$ cat src/rtl/mem_arbiter.sv
// Two-master arbiter in front of the 16-bit on-chip RAM: grant -> strobe -> ack -> release.
// Define MEM_ARB_RR_EN for round-robin tie-breaking; otherwise master 0 has fixed priority.
module mem_arbiter #(
    parameter int ADDR_W  = 18,
    parameter int DATA_W  = 16,
    parameter int TIMEOUT = 15
) (
    input  logic              clk,
    input  logic              reset_n,

    input  logic [ADDR_W-1:0] m0_addr,
    input  logic [DATA_W-1:0] m0_data_write,
    output logic [DATA_W-1:0] m0_data_read,
    input  logic              m0_uds,
    input  logic              m0_lds,
    input  logic              m0_rw,
    output logic              m0_ack,
    output logic              m0_err,

    input  logic [ADDR_W-1:0] m1_addr,
    input  logic [DATA_W-1:0] m1_data_write,
    output logic [DATA_W-1:0] m1_data_read,
    input  logic              m1_uds,
    input  logic              m1_lds,
    input  logic              m1_rw,
    output logic              m1_ack,
    output logic              m1_err,

    output logic [ADDR_W-1:0] mem_addr,
    output logic [DATA_W-1:0] mem_data_write,
    input  logic [DATA_W-1:0] mem_data_read,
    output logic              mem_uds,
    output logic              mem_lds,
    output logic              mem_rw,
    input  logic              mem_ack
);

    typedef enum logic [1:0] {
        IDLE,
        ACCESS,
        RELEASE
    } state_t;

    localparam logic [7:0] LAST_COUNT = 8'(TIMEOUT - 1);

    state_t     state;
    logic       grant;     // master that owns the current (or most recent) access
    logic [7:0] counter;

    logic              req0;
    logic              req1;
    logic              pick;
    logic [ADDR_W-1:0] sel_addr;
    logic [DATA_W-1:0] sel_data;
    logic              sel_uds;
    logic              sel_lds;
    logic              sel_rw;

    assign req0 = m0_uds | m0_lds;
    assign req1 = m1_uds | m1_lds;

`ifdef MEM_ARB_RR_EN
    // On a tie the master that did not win last time goes first; grant doubles as the pointer.
    assign pick = req1 & (~req0 | ~grant);
`else
    assign pick = req1 & ~req0;
`endif

    always_comb begin
        // NOTE: every output gets a default first so no path can leave one unassigned (no latch).
        sel_addr = m0_addr;
        sel_data = m0_data_write;
        sel_uds  = m0_uds;
        sel_lds  = m0_lds;
        sel_rw   = m0_rw;
        if (pick) begin
            sel_addr = m1_addr;
            sel_data = m1_data_write;
            sel_uds  = m1_uds;
            sel_lds  = m1_lds;
            sel_rw   = m1_rw;
        end
    end

    // NOTE: all state and registered outputs use non-blocking assignments so every flop
    // samples pre-edge values regardless of statement order.
    always_ff @(posedge clk) begin
        if (!reset_n) begin
            state          <= IDLE;
            grant          <= 1'b1;
            counter        <= 8'd0;
            mem_addr       <= '0;
            mem_data_write <= '0;
            mem_uds        <= 1'b0;
            mem_lds        <= 1'b0;
            mem_rw         <= 1'b1;
            m0_ack         <= 1'b0;
            m0_err         <= 1'b0;
            m0_data_read   <= '0;
            m1_ack         <= 1'b0;
            m1_err         <= 1'b0;
            m1_data_read   <= '0;
        end else begin
            m0_ack <= 1'b0;
            m0_err <= 1'b0;
            m1_ack <= 1'b0;
            m1_err <= 1'b0;

            case (state)
                IDLE: begin
                    if (req0 || req1) begin
                        grant          <= pick;
                        counter        <= 8'd0;
                        mem_addr       <= sel_addr;
                        mem_data_write <= sel_data;
                        mem_uds        <= sel_uds;
                        mem_lds        <= sel_lds;
                        mem_rw         <= sel_rw;
                        state          <= ACCESS;
                    end
                end

                ACCESS: begin
                    // A RAM ack on the timeout cycle still wins: it is checked first.
                    if (mem_ack) begin
                        if (grant) begin
                            m1_ack <= 1'b1;
                            if (mem_rw) m1_data_read <= mem_data_read;
                        end else begin
                            m0_ack <= 1'b1;
                            if (mem_rw) m0_data_read <= mem_data_read;
                        end
                        mem_uds <= 1'b0;
                        mem_lds <= 1'b0;
                        state   <= RELEASE;
                    end else if (counter == LAST_COUNT) begin
                        if (grant) begin
                            m1_ack       <= 1'b1;
                            m1_err       <= 1'b1;
                            m1_data_read <= '1;
                        end else begin
                            m0_ack       <= 1'b1;
                            m0_err       <= 1'b1;
                            m0_data_read <= '1;
                        end
                        mem_uds <= 1'b0;
                        mem_lds <= 1'b0;
                        state   <= RELEASE;
                    end else begin
                        counter <= counter + 8'd1;
                    end
                end

                // Strobes stay low here so the RAM sees a clean edge before the next access.
                RELEASE: begin
                    state <= IDLE;
                end

                default: begin
                    state <= IDLE;
                end
            endcase
        end
    end

endmodule

$ cat config.mk
export PLATFORM = sky130hd
export DESIGN_NAME = mem_arbiter
export DESIGN_NICKNAME = d
export VERILOG_FILES = /design/src/rtl/mem_arbiter.sv
export SDC_FILE = /design/constraint.sdc
export NUM_CORES = 1
export LEC_CHECK = 0
export ABC_CLOCK_PERIOD_IN_PS = 1700
export BUFFER_PORTS_ARGS = -buffer_cell sky130_fd_sc_hd__buf_2
export CORE_ASPECT_RATIO = 1.4
export CORE_UTILIZATION = 32
export DETAILED_ROUTE_END_ITERATION = 8
export GPL_ROUTABILITY_DRIVEN = 0
export PLACE_DENSITY = 0.73
export SYNTH_ARGS = -nofsm -noshare
export SYNTH_HDL_FRONTEND = slang
export SYNTH_SLANG_ARGS = --single-unit
$ cat constraint.sdc
create_clock -name clk -period 1.7 [get_ports clk]
set_input_delay 0.17 -clock clk [delete_from_list [all_inputs] [get_ports clk]]
set_output_delay 0.17 -clock clk [all_outputs]
set_load 0.01 [all_outputs]
==> impl_results.md <==
* Max_slew headroom at 61.5%
* Run status: finished clean
* Cts-stage hold buffer count at 0
* Worst Skew at 0.00821 ns
* Std cell rows at 45
* Number of clock buffers inserted by TritonCTS at 9
* CP Capture Type: flop
* Post-Place Cell Area at 4610 um^2
* Biggest area consumer among synthesized cells: sky130_fd_sc_hd__dfxtp_1
* Sequential power share at 44.9%
* Share of total power consumed by net switching at 27.7%
* Number of enable-type register cells in the synthesized netlist at 0
* Path category of the worst min-delay check: input pin to flop
* Initial antenna violation count at 0
* Unique masters post-synth at 36
* Max Clock Freq at 0.600 GHz
* Final wirelength at 9470 um
* Sequential area share after synthesis at 47.0%
* H-tree depth at 3
* Clock transition at the register clock pins on the worst setup and hold paths after CTS at 0.06 ns
* Average via count per standard cell at 4.83
* Aggregate global-route resource usage at 16.2%
* Share of power burned in the clock network at 36.8%
* Buf+Inv Stages, Crit Path at 3
* Sink count of the clock tree at 84
* Core area at 10900 um^2
* Standby leakage power at 2.20 nW
* Total via count in the routed design at 3418
* Post-route setup TNS at 0 ns
* Post-detail-place hpwl at 7020 um
* Final count of pins violating max slew at 0
* Via count of the first global-routing pass at 3248
* CP Data Arrival Time at 1.93 ns
* Area of the mapped netlist at 3580 um^2
* CP most frequent cell: sky130_fd_sc_hd__buf_6
* Count of fill cells added during filler insertion at 1032
* Clock latency reported for the late side of the worst-skew pair at 0.33 ns
* Remaining DRCs at 0
* Remaining global-route overflow at 0
* Starting utilization of the core area at 32.9%
* Total number of nets in the final design at 656
* Most frequent standard cell in the layout excluding fill and tap cells: sky130_fd_sc_hd__buf_2
* Critical-path maximum fanout at 8
* Longest Clk Path Bufs at 2
* Worst hold slack after final layout at 0.131 ns
* Share of the cycle needed by the critical path after routing at 98.0%
* Share of cells above drive strength 1 at 41.7%
* Maximum vdd drop at 0.549 mV
* Net count after synthesis at 485
* Required time worst endpoint at 1.96 ns
* Vertical die dimension at 127 um
* Wire length of the first global-routing pass at 14900 um
* Highest cell delay on the worst timing path at 0.32 ns
* Ports at 166
* Total inserted antenna cells at 0
* Detail Route Antenna Nets at 0
* Cells along the critical path: inv_2 -> ha_2 -> and4b_4 -> buf_6 -> nand3b_1 -> buf_6 -> a21o_4 -> a21oi_2
* Int Power at 0.00355 W
* # setup viols final at 0
* Cell Pwr Density at 975 nW/um^2
* Period minus WS final at 1.67 ns
* Power share of the combinational group at 18.3%
* Total net switching power at 0.00136 W
* Die ar. at 11600 um^2
* Library cell contributing the largest single delay on the critical path: sky130_fd_sc_hd__dfxtp_2
* Number of detailed-route iterations in the first pass at 4
* Commonest cells after routing, fill and taps aside: sky130_fd_sc_hd__buf_2, sky130_fd_sc_hd__dfxtp_1, sky130_fd_sc_hd__nor2_1
* Flip-flop cell with the highest count after synthesis: sky130_fd_sc_hd__dfxtp_1
* Kind of start point of the critical path: flop
* Family with the most delay on the worst path: compound AO/OA/AOI/OAI gates
* DIE WIDTH at 91.4 um
* Syn avg cell area at 9.18 um^2
* Final routed wire length divided by cell count at 13.4 um
* Leading cell types by total area after synthesis: sky130_fd_sc_hd__dfxtp_1, sky130_fd_sc_hd__mux2i_1, sky130_fd_sc_hd__a211oi_1
* Hold violation total from the final report at 0
* DRT iter0 DRCs at 112
* Area share of the leading cell type in the synthesized netlist at 47.0%
* Yosys warns at 0
* Area added between synthesis and finish at 40.7%
* Proportion of register bits with asynchronous set or reset after synthesis at 0%
* Clock Tree Root: sky130_fd_sc_hd__clkbuf_16
* Number of storage elements in the synthesis netlist at 84
* Number of buffer cells added on primary ports at 165
* Mapped Cells at 390
* Slew at the pin with the worst max-slew slack at 0.575 ns
* Setup repair after global routing missed its margin: true
* Pin count of the biggest net entering global routing at 70
* Non-Filler Cell Area, Final at 5040 um^2
* Number of max-capacitance violations reported at 0
* Critical path class: flop to flop
* Clock tree from TritonCTS: yes
[power by group through the flow]
stage	logic (W)	registers, W	clock network, W
CTS	0.000869	0.00221	0.00186
detailed placement	0.000868	0.00225	0
global placement	0.000844	0.00224	0
floorplan	0.000421	0.00231	0
finish	0.000899	0.00221	0.00181
global route	0.000998	0.00223	0.00195
[worst min-delay path: cells and delay by family]
family	cells	cell delay, ns
buffers and inverters	1	0.09
AOI/OAI and AO/OA	2	0.17
[metal layers]
| layer | wire length [um] | vias to the layer above | GRT usage (%) |
|---|---|---|---|
| li1 | - | 1749 | - |
| met1 | 3910 | 1506 | 18.3 |
| met2 | 4690 | 151 | 27.8 |
| met3 | 672 | 12 | 4.29 |
| met4 | 194 | 0 | 8.31 |
| met5 | 0 | - | 0 |
[per-stage QoR]
stage / cells / total power (W) / utilization (%) / worst slack [ns]
2_1_floorplan: 390 / 0.00274 / - / 0.00266
3_3_place_gp: 686 / 0.00309 / 42.4 / 0.0790
3_5_place_dp: 686 / 0.00311 / 42.4 / 0.0264
4_1_cts: 702 / 0.00494 / 45.0 / 0.00831
5_1_grt: 707 / 0.00517 / 46.3 / -0.0210
6_report: 707 / 0.00491 / 46.3 / 0.0345
[timing repair]
action                     in CTS  in global routing
resized for setup               0                 26
setup endpoints to repair       0                 37
buffers inserted                0                  3
[area by class of cell]
type / instances / area (um^2) / share of cell area [%]
Sequential cell: 84 / 1680 / 33.4
Timing Repair Buffer: 185 / 1010 / 20.1
Multi-Input combinational cell: 243 / 1740 / 34.6
Clock inverter: 5 / 35.0 / 0.696
Inverter: 38 / 143 / 2.83
Clock buffer: 11 / 243 / 4.82
Tap cell: 141 / 176 / 3.50
[registers in the layout (all words and copies together), names as in the netlist]
signal	flops
m1_ack	1
m0_data_read	16
grant	1
counter	8
m0_ack	1
mem_data_write	16
mem_rw	1
mem_uds	1
m1_err	1
m1_data_read	16
mem_lds	1
m0_err	1
state	2
mem_addr	18
[cell usage after synthesis, types with 2 or more instances]
| cell type | instances |
|---|---|
| sky130_fd_sc_hd__a31oi_1 | 2 |
| sky130_fd_sc_hd__o32ai_1 | 3 |
| sky130_fd_sc_hd__nor2_1 | 42 |
| sky130_fd_sc_hd__dfxtp_1 | 84 |
| sky130_fd_sc_hd__nor3b_1 | 2 |
| sky130_fd_sc_hd__clkbuf_1 | 17 |
| sky130_fd_sc_hd__o31ai_1 | 32 |
| sky130_fd_sc_hd__a211oi_1 | 34 |
| sky130_fd_sc_hd__or2_2 | 2 |
| sky130_fd_sc_hd__a211o_1 | 2 |
| sky130_fd_sc_hd__a211o_2 | 3 |
| sky130_fd_sc_hd__nand2_1 | 8 |
| sky130_fd_sc_hd__buf_4 | 3 |
| sky130_fd_sc_hd__ha_1 | 2 |
| sky130_fd_sc_hd__inv_1 | 38 |
| sky130_fd_sc_hd__a21oi_1 | 38 |
| sky130_fd_sc_hd__nor3_1 | 7 |
| sky130_fd_sc_hd__nand3b_1 | 2 |
| sky130_fd_sc_hd__a211oi_2 | 2 |
| sky130_fd_sc_hd__mux2i_1 | 35 |
| sky130_fd_sc_hd__a21o_2 | 2 |
| sky130_fd_sc_hd__nand3_1 | 7 |
| sky130_fd_sc_hd__buf_2 | 4 |
| sky130_fd_sc_hd__o21ai_0 | 5 |
| sky130_fd_sc_hd__buf_6 | 3 |
[cells by family (layout without fill, tap and decap cells)]
| logic type | after synthesis | after routing | share of synthesized area [%] |
|---|---|---|---|
| buffers and inverters | 65 | 239 | 7.90 |
| and+or+nand+nor | 78 | 78 | 10.5 |
| DFF | 84 | 84 | 47.0 |
| AOI/OAI and AO/OA | 126 | 128 | 24.2 |
| muxes | 35 | 35 | 9.79 |
| adders and majority gates | 2 | 2 | 0.699 |
[path summary, 6_finish.rpt]
| kind | from | end | slack (ns) | cells after the start |
|---|---|---|---|---|
| setup reg to reg | counter[0] | m1_data_read[0] | 0.03 | 8 |
| hold / removal | mem_data_read[13] | m1_data_read[13] | 0.13 | 3 |
| setup / recovery | counter[0] | m1_data_read[0] | 0.03 | 8 |
| hold reg to reg | m0_data_read[3] | m0_data_read[3] | 0.44 | 2 |
Note: power is estimated with default switching activity, not from simulation.
